## src/rtl/fifo_fwft_mc.sv

```systemverilog
// Multi-channel first-word-fall-through FIFO: NCHAN independent queues sharing
// one storage array, with per-channel status, flush and sticky error flags.
module fifo_fwft_mc #(
  parameter  int WIDTH = 8,
  parameter  int DEPTH = 4,
  parameter  int NCHAN = 2,
  parameter  int AFULL = DEPTH - 1,
  localparam int CW    = (NCHAN > 1) ? $clog2(NCHAN) : 1,
  localparam int UW    = $clog2(DEPTH) + 1
) (
  input  logic                  clk_i,
  input  logic                  rst_i,
  input  logic                  push_i,
  input  logic [CW-1:0]         pushchan_i,
  input  logic [WIDTH-1:0]      data_i,
  input  logic                  pop_i,
  input  logic [CW-1:0]         popchan_i,
  output logic [WIDTH-1:0]      data_o,
  input  logic [NCHAN-1:0]      flush_i,
  input  logic                  clrerr_i,
  output logic [NCHAN-1:0]      empty_o,
  output logic [NCHAN-1:0]      full_o,
  output logic [NCHAN-1:0]      afull_o,
  output logic [NCHAN*UW-1:0]   usage_o,
  output logic [NCHAN-1:0]      ovf_o,
  output logic [NCHAN-1:0]      unf_o
);

  localparam int MW = $clog2(NCHAN * DEPTH);
  localparam logic [CW:0] NCHAN_W = (CW + 1)'(NCHAN);

  logic [UW-1:0]    rdidx_q [NCHAN];
  logic [UW-1:0]    rdidx_d [NCHAN];
  logic [UW-1:0]    wridx_q [NCHAN];
  logic [UW-1:0]    wridx_d [NCHAN];
  logic [UW-1:0]    usage   [NCHAN];
  logic [NCHAN-1:0] ovf_q, ovf_d;
  logic [NCHAN-1:0] unf_q, unf_d;
  logic [WIDTH-1:0] mem_q [NCHAN*DEPTH];

  logic          push_chan_ok, pop_chan_ok;
  logic          push_req, push_acc, pop_req, pop_acc;
  logic [MW-1:0] wr_addr, rd_addr;

  // Status is a pure function of the indices, never of this cycle's requests.
  always_comb begin
    usage_o = '0;
    for (int c = 0; c < NCHAN; c++) begin
      usage[c]             = wridx_q[c] - rdidx_q[c];
      empty_o[c]           = (usage[c] == '0);
      full_o[c]            = (usage[c] == UW'(DEPTH));
      afull_o[c]           = (usage[c] >= UW'(AFULL));
      usage_o[c*UW +: UW]  = usage[c];
    end
  end

  assign push_chan_ok = ({1'b0, pushchan_i} < NCHAN_W);
  assign pop_chan_ok  = ({1'b0, popchan_i} < NCHAN_W);

  assign pop_req  = pop_i && pop_chan_ok && !flush_i[popchan_i];
  assign pop_acc  = pop_req && !empty_o[popchan_i];
  assign push_req = push_i && push_chan_ok && !flush_i[pushchan_i];
  // A full channel still takes a push when the same channel pops this cycle.
  assign push_acc = push_req &&
                    (!full_o[pushchan_i] || (pop_acc && (popchan_i == pushchan_i)));

  assign wr_addr = MW'({pushchan_i, wridx_q[pushchan_i][UW-2:0]});
  assign rd_addr = MW'({popchan_i, rdidx_q[popchan_i][UW-2:0]});
  assign data_o  = mem_q[rd_addr];
  assign ovf_o   = ovf_q;
  assign unf_o   = unf_q;

  always_comb begin
    for (int c = 0; c < NCHAN; c++) begin
      wridx_d[c] = wridx_q[c];
      rdidx_d[c] = rdidx_q[c];
      if (push_acc && (pushchan_i == CW'(c)))
        wridx_d[c] = wridx_q[c] + UW'(1);
      if (pop_acc && (popchan_i == CW'(c)))
        rdidx_d[c] = rdidx_q[c] + UW'(1);
      if (flush_i[c])
        rdidx_d[c] = wridx_d[c];
      ovf_d[c] = (ovf_q[c] && !clrerr_i) ||
                 (push_req && !push_acc && (pushchan_i == CW'(c)));
      unf_d[c] = (unf_q[c] && !clrerr_i) ||
                 (pop_req && empty_o[popchan_i] && (popchan_i == CW'(c)));
    end
  end

  always_ff @(posedge clk_i or negedge rst_i) begin
    if (!rst_i) begin
      for (int c = 0; c < NCHAN; c++) begin
        rdidx_q[c] <= '0;
        wridx_q[c] <= '0;
      end
      ovf_q <= '0;
      unf_q <= '0;
    end else begin
      for (int c = 0; c < NCHAN; c++) begin
        rdidx_q[c] <= rdidx_d[c];
        wridx_q[c] <= wridx_d[c];
      end
      ovf_q <= ovf_d;
      unf_q <= unf_d;
    end
  end

  // Storage is deliberately left unreset; only the indices define contents.
  always_ff @(posedge clk_i) begin
    if (push_acc)
      mem_q[wr_addr] <= data_i;
  end

endmodule

```

## config.mk

```make
export PLATFORM = sky130hd
export DESIGN_NAME = fifo_fwft_mc
export DESIGN_NICKNAME = d
export VERILOG_FILES = /design/src/rtl/fifo_fwft_mc.sv
export SDC_FILE = /design/constraint.sdc
export NUM_CORES = 1
export LEC_CHECK = 0
export BUFFER_PORTS_ARGS = -buffer_cell sky130_fd_sc_hd__buf_2
export CORE_ASPECT_RATIO = 1.2
export CORE_MARGIN = 3
export CORE_UTILIZATION = 45
export CTS_BUF_LIST = sky130_fd_sc_hd__clkbuf_8
export CTS_CLUSTER_SIZE = 28
export DETAILED_ROUTE_END_ITERATION = 10
export PLACE_DENSITY = 0.62
export SKIP_LAST_GASP = 1
export SLEW_MARGIN = 20
export SYNTH_ARGS = -nofsm -noshare
export SYNTH_HDL_FRONTEND = slang
export SYNTH_SLANG_ARGS = --single-unit
```

## constraint.sdc

```tcl
create_clock -name clk_i -period 3.6 [get_ports clk_i]
set_input_delay 0.18 -clock clk_i [delete_from_list [all_inputs] [get_ports clk_i]]
set_output_delay 0.18 -clock clk_i [all_outputs]
set_load 0.03 [all_outputs]
```

==> summary.txt <==
Worst setup path
  • CP required: 3590 ps
  • Crit path DAT: 2830 ps
  • Worst setup SP type: flop
  • R2r setup slk: 760 ps
  • Worst setup EP type: flop
  • Critical path class: reg -> reg
  • Max FO, Critical Path: 8

Synth
  • Fraction of registers with async set/reset: 0.200
  • Distinct cell type count after synthesis: 36
  • Synthesized cell area: 0.00347 mm^2
  • #FFs+latches synth: 80
  • YS warnings: 0
  • Post-synthesis cell count: 205
  • Syn_nets: 230
  • Synth top area share: 0.555
  • EDFF count, synth: 64
  • Synthesized area per cell: 16.9 um^2
  • Largest area contributor in the netlist: edfxtp_1
  • Main synth FF type: edfxtp_1
  • Top cells by area, synth: edfxtp_1 (55%), dfrtp_1 (12%), mux4_2 (10%)
  • Register area share after synthesis: 0.670

Place
  • Routability cong.: 0.777
  • I/O Buffers: 40
  • Dpl cells: 332
  • Detailed Place HPWL: 4790 um

Layout
  • N_diodes: 0
  • Post-layout util: 0.539
  • Nets@finish: 279
  • Layout cells sized above 1: 0.347
  • Post-route insts no fill: 349
  • Area Overhead vs Synth: 14.4%

Clock tree
  • Total CTS buffers: 9
  • Latest clock arrival within the worst-skew pair: 340 ps
  • Root buffer cell: clkbuf_8
  • CTS sink cnt: 80
  • H-Tree Depth: 3
  • Postcts setup bufs: 0
  • Worst-case clock buffer depth: 2
  • CTS tree: built
  • Worst-path clk slew: 70 ps

Global routing
  • GRT overflow: 0
  • Maximum number of pins on one net before global-route repair: 17
  • GRT Resource Usage Total: 0.167
  • Initial antenna violation count: 0
  • Number of global-route vias before repair: 2,106
  • First-pass GRT wire length: 10,600 um

Detailed routing
  • Iteration-0 DRC Markers: 93
  • TritonRoute pass-1 iters: 4
  • Via density: 5.54
  • Detail Route Antenna Nets: 0
  • Final wirelength: 6580 um
  • Vias post-DR: 1,932
  • Avg WL per Cell: 18.8 um
  • DRC: 0

STA
  • Fin crit share: 0.788
  • Clock Skews: 6.08 ps
  • Endpoints failing setup: 0
  • Final worst path period need: 2840 ps
  • Slew Limit Fails: 0
  • Slew HR: 0.556
  • RSZ-0062 raised after global routing: no
  • Final hold violations: 0
  • Final TNS setup: 0 ps
  • Fmax achieved: 352 MHz
  • Worst-margin pin slew: 662 ps

Power
  • Final total power: 3.49 mW
  • Cell area power density: 881 mW/mm^2
  • Max VDD drop: 0.000940 V
  • Leak: 1.49 nW

Job
  • Max-cap viol count: 0

Floorplanning
  • FP Rows: 34
  • Die width: 86.1 um
  • Die area: 0.00880 mm^2
  • Ports: 41
  • Initial cell density of the core: 0.471
  • Core area: 0.00736 mm^2
  • Chip Height: 102 um

Status
  • Outcome: finished clean

Worst hold path
  • Hold Crit Class: in -> reg
==> sequential cells by signal, indices dropped and copies added, names as in the netlist <==
| name | flops |
|---|---|
| mem_q | 64 |
| ovf_o | 2 |
| rdidx_q | 6 |
| unf_o | 2 |
| wridx_q | 6 |
==> cells by family (layout without fill, tap and decap cells) <==
kind of cell,count (synthesis),in the layout,share of synthesized area
mux,25,25,0.134
xor+xnor,10,10,0.0336
buf+inv,24,78,0.0278
simple gates,37,37,0.0585
flops,80,80,0.670
compound gates,21,21,0.0426
fa+ha+maj,8,8,0.0332
==> cells in the final DEF, fill, tap and decap left out, types with 2 or more instances in the layout <==
cell	n
fa_1	2
o32ai_1	3
o21ai_0	8
buf_4	3
nor2_1	3
nand2b_1	3
nand2_1	10
xnor2_1	6
mux2_2	8
clkbuf_8	9
xor2_1	2
nand3b_1	2
nor3_2	4
inv_1	19
nand3_1	3
a31oi_1	3
nor3_1	2
nor3b_1	2
buf_2	40
clkinvlp_4	3
clkinv_2	2
edfxtp_1	64
mux4_2	16
ha_1	6
and3_1	6
dfrtp_1	16
==> path summary, 6_finish.rpt <==
| path | to | cells past startpoint | startpoint |
|---|---|---|---|
| min reg2reg | wridx_q[2]$_DFF_PN0_ | 1 | wridx_q[2]$_DFF_PN0_ |
| max reg2reg | mem_q[4][0]$_DFFE_PP_ | 7 | wridx_q[0]$_DFF_PN0_ |
| min in group asynchronous | rdidx_q[2]$_DFFE_PN0P_ | 2 | rst_i |
| max | mem_q[4][0]$_DFFE_PP_ | 7 | wridx_q[0]$_DFF_PN0_ |
| min | unf_o[1]$_DFF_PN0_ | 2 | clrerr_i |
| max in group asynchronous | wridx_q[3]$_DFF_PN0_ | 2 | rst_i |
==> cell usage after synthesis, drive strengths merged (2+ instances only) <==
cell type / n
a31oi: 3
and3: 6
buf: 5
dfrtp: 16
edfxtp: 64
fa: 2
ha: 6
inv: 18
mux2: 9
mux4: 16
nand2: 11
nand2b: 3
nand3: 3
nand3b: 2
nor2: 3
nor3: 6
nor3b: 2
o21ai: 8
o32ai: 3
xnor2: 6
xnor3: 2
xor2: 2
==> layer usage <==
metal  track usage  part of all wire
met1         0.194              0.38
met2         0.294              0.55
met5             0                 0
met3        0.0347             0.051
met4        0.0816             0.023
==> final cells by class <==
class	count	area [um^2]
fill	623	3390
sequential	80	2320
multi-input combinational	101	1070
timing repair buffer	44	233
clock buffer	9	124
tap	90	113
inverter	18	67.6
clock inverter	7	40.0
==> worst max-delay path: stages (launching register included) <==
cell and delay (ps):
dfrtp_1 400, inv_1 110, ha_1 200, fa_1 370, xnor3_1 280, inv_1 130
a31oi_1 480, and3_1 520
==> through the flow <==
stage	hold WS (ps)	area (um^2)	setup slack, ps
floorplan	-116	3470	1050
global placement	128	3770	715
detailed placement	127	3770	593
CTS	51.5	3950	597
global route	65.9	3970	533
finish	74.0	3970	763
==> power breakdown <==
group	switching (mW)	total, mW	internal, mW
combinational	1.10	1.73	0.628
clock	0.301	0.544	0.242
sequential	0.105	1.22	1.12
==> repair_timing <==
action / CTS / global route
gates resized for setup: 0 / 0
hold buffers: 1 / 0
endpoints found under the hold margin: 16 / 0
Note: power is estimated with default switching activity, not from simulation.
